## src/rtl/ordena_seq_ctrl.sv

```systemverilog
// Sequential odd-even transposition sorter: one shared compare-exchange per clock.
// Optional build macro EARLY_EXIT_EN: finish early once an even+odd phase pair makes no swap.
module ordena_seq_ctrl #(
  parameter int W = 8,
  parameter int N = 8
) (
  input  logic                                clk,
  input  logic                                rst_n,
  input  logic                                ena,
  input  logic                                cresc_ou_decres,
  input  logic                                in_valid,
  output logic                                in_ready,
  input  logic [N*W-1:0]                      desordenado,
  output logic                                out_valid,
  input  logic                                out_ready,
  output logic [N*W-1:0]                      ordenado,
  output logic                                busy,
  output logic [$clog2(N*(N-1)/2+1)-1:0]      n_trocas
);

  localparam int S  = N * (N - 1) / 2;
  localparam int CW = $clog2(S + 1);
  localparam int SW = $clog2(S + 1);
  localparam int IW = $clog2(N);
  localparam int PW = $clog2(N);

  typedef enum logic [1:0] {IDLE, SORT, DONE} state_t;

  state_t          state_q, state_d;
  logic [W-1:0]    rf [N];
  logic            asc_q;
  logic [SW-1:0]   step_q;
  logic [PW-1:0]   phase_q;
  logic [IW-1:0]   pair_i;
  logic [IW-1:0]   pair_nxt;
  logic [W-1:0]    elem_a, elem_b;
  logic            do_swap, last_step, phase_end, early_done;

  assign pair_nxt  = pair_i + IW'(1);
  assign elem_a    = rf[pair_i];
  assign elem_b    = rf[pair_nxt];
  assign do_swap   = asc_q ? (elem_a > elem_b) : (elem_a < elem_b);
  assign last_step = (step_q == SW'(S - 1));
  // Even phases end at pair (N-2,N-1), odd phases one pair earlier.
  assign phase_end = phase_q[0] ? (int'(pair_i) == N - 3) : (int'(pair_i) == N - 2);

`ifdef EARLY_EXIT_EN
  logic swap_seen;
  assign early_done = phase_q[0] && phase_end && !(swap_seen || do_swap);
`else
  assign early_done = 1'b0;
`endif

  always_ff @(posedge clk or negedge rst_n) begin
    if (!rst_n) state_q <= IDLE;
    else        state_q <= state_d;
  end

  always_comb begin
    state_d   = state_q;
    in_ready  = 1'b0;
    busy      = 1'b0;
    out_valid = 1'b0;
    unique case (state_q)
      IDLE: begin
        in_ready = 1'b1;
        if (in_valid) state_d = ena ? SORT : DONE;
      end
      SORT: begin
        busy = 1'b1;
        if (last_step || early_done) state_d = DONE;
      end
      DONE: begin
        out_valid = 1'b1;
        if (out_ready) state_d = IDLE;
      end
      default: state_d = IDLE;
    endcase
  end

  always_ff @(posedge clk or negedge rst_n) begin
    if (!rst_n) begin
      for (int unsigned k = 0; k < N; k++) rf[k] <= '0;
      asc_q    <= 1'b0;
      step_q   <= '0;
      phase_q  <= '0;
      pair_i   <= '0;
      n_trocas <= '0;
`ifdef EARLY_EXIT_EN
      swap_seen <= 1'b0;
`endif
    end else if (state_q == IDLE && in_valid) begin
      for (int unsigned k = 0; k < N; k++) rf[k] <= desordenado[k*W +: W];
      asc_q    <= cresc_ou_decres;
      step_q   <= '0;
      phase_q  <= '0;
      pair_i   <= '0;
      n_trocas <= '0;
`ifdef EARLY_EXIT_EN
      swap_seen <= 1'b0;
`endif
    end else if (state_q == SORT) begin
      if (do_swap) begin
        rf[pair_i]   <= elem_b;
        rf[pair_nxt] <= elem_a;
        if (n_trocas != CW'(S)) n_trocas <= n_trocas + CW'(1);
      end
      step_q <= step_q + SW'(1);
      if (phase_end) begin
        phase_q <= phase_q + PW'(1);
        pair_i  <= phase_q[0] ? '0 : IW'(1);
      end else begin
        pair_i  <= pair_i + IW'(2);
      end
`ifdef EARLY_EXIT_EN
      if (phase_end && phase_q[0]) swap_seen <= 1'b0;
      else if (do_swap)            swap_seen <= 1'b1;
`endif
    end
  end

  always_comb begin
    ordenado = '0;
    for (int unsigned k = 0; k < N; k++) ordenado[k*W +: W] = rf[k];
  end

endmodule
```

## config.mk

```make
export PLATFORM = sky130hd
export DESIGN_NAME = ordena_seq_ctrl
export DESIGN_NICKNAME = d
export VERILOG_FILES = /design/src/rtl/ordena_seq_ctrl.sv
export SDC_FILE = /design/constraint.sdc
export NUM_CORES = 1
export LEC_CHECK = 0
export CELL_PAD_IN_SITES_DETAIL_PLACEMENT = 1
export CELL_PAD_IN_SITES_GLOBAL_PLACEMENT = 1
export CORE_UTILIZATION = 51
export CTS_BUF_LIST = sky130_fd_sc_hd__clkbuf_8
export DETAILED_ROUTE_END_ITERATION = 10
export DONT_BUFFER_PORTS = 1
export GPL_ROUTABILITY_DRIVEN = 0
export PLACE_DENSITY = 0.8
export SLEW_MARGIN = 25
export SYNTH_ARGS = -nofsm -noshare
export SYNTH_HDL_FRONTEND = slang
export SYNTH_SLANG_ARGS = --single-unit
```

## constraint.sdc

```tcl
create_clock -name clk -period 5.44 [get_ports clk]
set_input_delay 1.088 -clock clk [delete_from_list [all_inputs] [get_ports clk]]
set_output_delay 1.088 -clock clk [all_outputs]
set_load 0.02 [all_outputs]
```

==> impl_metrics.tcl <==
set metrics [dict create \
    synth_fa_ha_area_frac 0.0337 \
    wl_per_cell_um 29.3 \
    hold_path_class "in -> async" \
    r2r-end "ordenado[24]" \
    ys_ff_latch 81 \
    ys_seq_area_frac 0.341 \
    intPower_mw 2.20 \
    syn_inst 569 \
    vias 5228 \
    firstDrtPassIters 6 \
    async_reset_ff_frac 1.00 \
    synth_edf_count 0 \
    start_kind "flip-flop" \
    swShare 0.547 \
    cp.required_ns 5.69 \
    grt_max_degree 82 \
    drt-met1-wl_um 8050 \
    cts.clk_slew.worst_paths_ns 0.08 \
    coreArea_um2 11400 \
    cts_tree "done" \
    area_delta_synth_final_pct 6.59 \
    cts_setup_buffers 0 \
    postRouteAntennaNets 0 \
    via_per_inst 7.29 \
    synth_xor_area_frac 0.00695 \
    track_usage 0.354 \
    io_pins 142 \
    switching_power_mw 2.65 \
    hold_violations 0 \
    grt_antenna_before_repair 0 \
    critPathMaxFanout 67 \
    drive_above_1_share 0.216 \
    place_inst 702 \
    met2_length_um 9710 \
    die_w_um 110 \
    path_class "reg -> reg" \
    setup_viol_count_final 0 \
    totalWireLength_um 21000 \
    reg2reg_slack_ns 0.80 \
    dieHeight_um 110 \
    start_util 0.523 \
    relSlewSlack 0.272 \
    fin_nets 656 \
    finClkSkew_ns 0.0143 \
    p_leak_nw 2.70 \
    antenna_cells 0 \
    clk_path_buf_depth 2 \
    syn_area_um2 5940 \
    ys_types 55 \
    drtIter0Drc 654 \
    overflow 0 \
    avgSynthCellArea_um2 10.4 \
    ys.flop_type "dfrtp_1" \
    rr_worst_depth 11 \
    pwr-share-clk 0.094 \
    pwr-share-seq 0.264 \
    dr_wl_met3_um 2220 \
    cts.root.buffer_cell "clkbuf_8" \
    drv_slew 0 \
    fp-row-count 39 \
    fin_cells 717 \
    synth_compound_area_frac 0.199 \
    vdd_drop_max_uv 285 \
    cts_resized 0 \
    routed.top_layer "met4" \
    ctsHtreeMaxLevel 3 \
    yosys.area_share.simple 0.118 \
    clock_sinks 81 \
    rsz0062_at_grt "no" \
    fin_setup_tns_ns 0 \
    synth.area.mux_share 0.247 \
    maxCapViolCount 0 \
    yosys_warnings 0 \
    fin_crit_sh 0.853 \
    fin_crit_ns 4.64 \
    syn_nets 655 \
    power_frac_comb 0.642 \
    arrival_ns 4.90 \
    timing.fmax_ghz 0.215 \
    r2r-start "pair_i[0]" \
    cts_buffers 9 \
    grt_first_pass_wirelength_um 31000 \
    status "completed" \
    drc 0 \
    startpoint "pair_i[0]" \
    die_area_um2 12100 \
    power_density_nw_per_um2 766 \
    grt_pass1_vias 5334 \
    worst_setup_path_end_kind "flip-flop" \
    tightest_slew_ns 1.08 \
    io_buffers 0 \
    cts_hold_buf 0 \
    dp_hpwl_um 14900 \
    worstSkewPairLatency_ns 0.37 \
    synth_top_family_by_area "multiplexers" \
]
## cell usage after synthesis, types with 4 or more instances
cell type / number / area (um2)
o221ai_1: 16 / 140
inv_1: 37 / 139
nor2b_1: 4 / 25.0
a222oi_1: 24 / 240
nor2_1: 32 / 120
mux4_2: 24 / 541
a22oi_1: 8 / 60.1
and2_1: 7 / 43.8
dfrtp_1: 81 / 2030
a31oi_1: 4 / 25.0
buf_2: 11 / 55.1
nand2_1: 63 / 236
o211ai_1: 4 / 30.0
nand4_1: 5 / 31.3
nor3_1: 10 / 50.1
o21ai_0: 22 / 110
clkbuf_1: 12 / 45.0
ha_1: 16 / 200
a21oi_1: 13 / 65.1
mux2i_1: 40 / 400
and3_1: 4 / 25.0
nand2b_1: 4 / 25.0
buf_4: 4 / 30.0
a221o_1: 16 / 160
mux2_2: 40 / 450
nand3_1: 16 / 80.1
o31ai_4: 4 / 85.1
## flip-flops by register name, indices dropped and copies added, names as in the netlist
name / count
state_q: 2
step_q: 5
ordenado: 64
n_trocas: 5
pair_i: 3
asc_q: 1
phase_q: 1
## worst max-delay path by stage
stage	to	slack (ns)	cells past startpoint
floorplan	ordenado[15]	1.48	14
finish	ordenado[24]	0.80	11
global route	ordenado[24]	0.63	12
global placement	ordenado[26]	1.01	10
CTS	ordenado[24]	0.87	14
detailed placement	ordenado[30]	0.87	14
## layout make-up
cell class	count	area, um2
clock buffer	11	151
clock inverter	4	43.8
fill	1231	5040
inverter	39	146
multi-input combinational	416	3600
sequential	81	2030
tap	143	179
timing repair buffer	23	185
## power by group through the flow
stage	Clock (mW)	Combinational (mW)	Sequential (mW)
CTS	0.459	3.04	1.28
floorplan	0	2.20	1.18
detailed placement	0	3.02	1.29
finish	0.456	3.11	1.28
global placement	0	2.92	1.27
global route	0.485	3.28	1.31
## cells in the final DEF, fill, tap and decap left out, types with 3 or more instances in the layout
cell,instances
nand4_1,5
o21ai_0,22
nand2b_1,4
nand3_1,16
a222oi_1,24
a31oi_1,4
and3_1,4
o221ai_1,16
nor3_1,10
inv_1,38
mux4_2,24
buf_4,22
mux2_1,3
clkbuf_8,11
mux2i_1,40
o31ai_4,4
nor2_1,32
o21ai_2,3
a221o_1,16
nor2b_1,4
o211ai_1,4
a22oi_1,8
nand2_1,63
ha_1,16
dfrtp_1,80
and2_1,7
mux2i_2,3
a21oi_1,13
mux2_2,40
o31ai_1,3
## per-stage QoR
| stage | util | hold slack [ns] | worst slack [ns] | area, um2 | power (mW) |
|---|---|---|---|---|---|
| 6_report | 0.557 | 0.404 | 0.797 | 6330 | 4.85 |
| 4_1_cts | 0.557 | 0.400 | 0.866 | 6330 | 4.78 |
| 3_5_place_dp | 0.540 | 0.519 | 0.875 | 6140 | 4.30 |
| 5_1_grt | 0.557 | 0.387 | 0.630 | 6330 | 5.08 |
| 3_3_place_gp | 0.540 | 0.491 | 1.01 | 6140 | 4.19 |
| 2_1_floorplan | - | 0.472 | 1.48 | 5940 | 3.38 |
## kinds of logic after synthesis
logic type	Yosys count
simple gates	153
mux	110
buf+inv	72
fa+ha+maj	16
xor+xnor	3
compound gates	134
flops	81
## routing by layer
metal | up-vias | track usage
li1 | 2194 | -
met1 | 2634 | 0.459
met2 | 321 | 0.535
met3 | 79 | 0.0943
met4 | 0 | 0.192
met5 | - | 0
## critical path, cell delays in order (launching register included)
cell,delay [ns]
dfrtp_2,0.37
buf_4,0.68
mux4_2,0.59
nand2_1,0.08
nand2_1,0.25
ha_1,0.39
nor2b_1,0.14
o211ai_1,0.22
a21oi_1,0.14
o211a_1,0.44
o31ai_4,0.76
mux2_2,0.41
(Power assumes the default switching activity.)
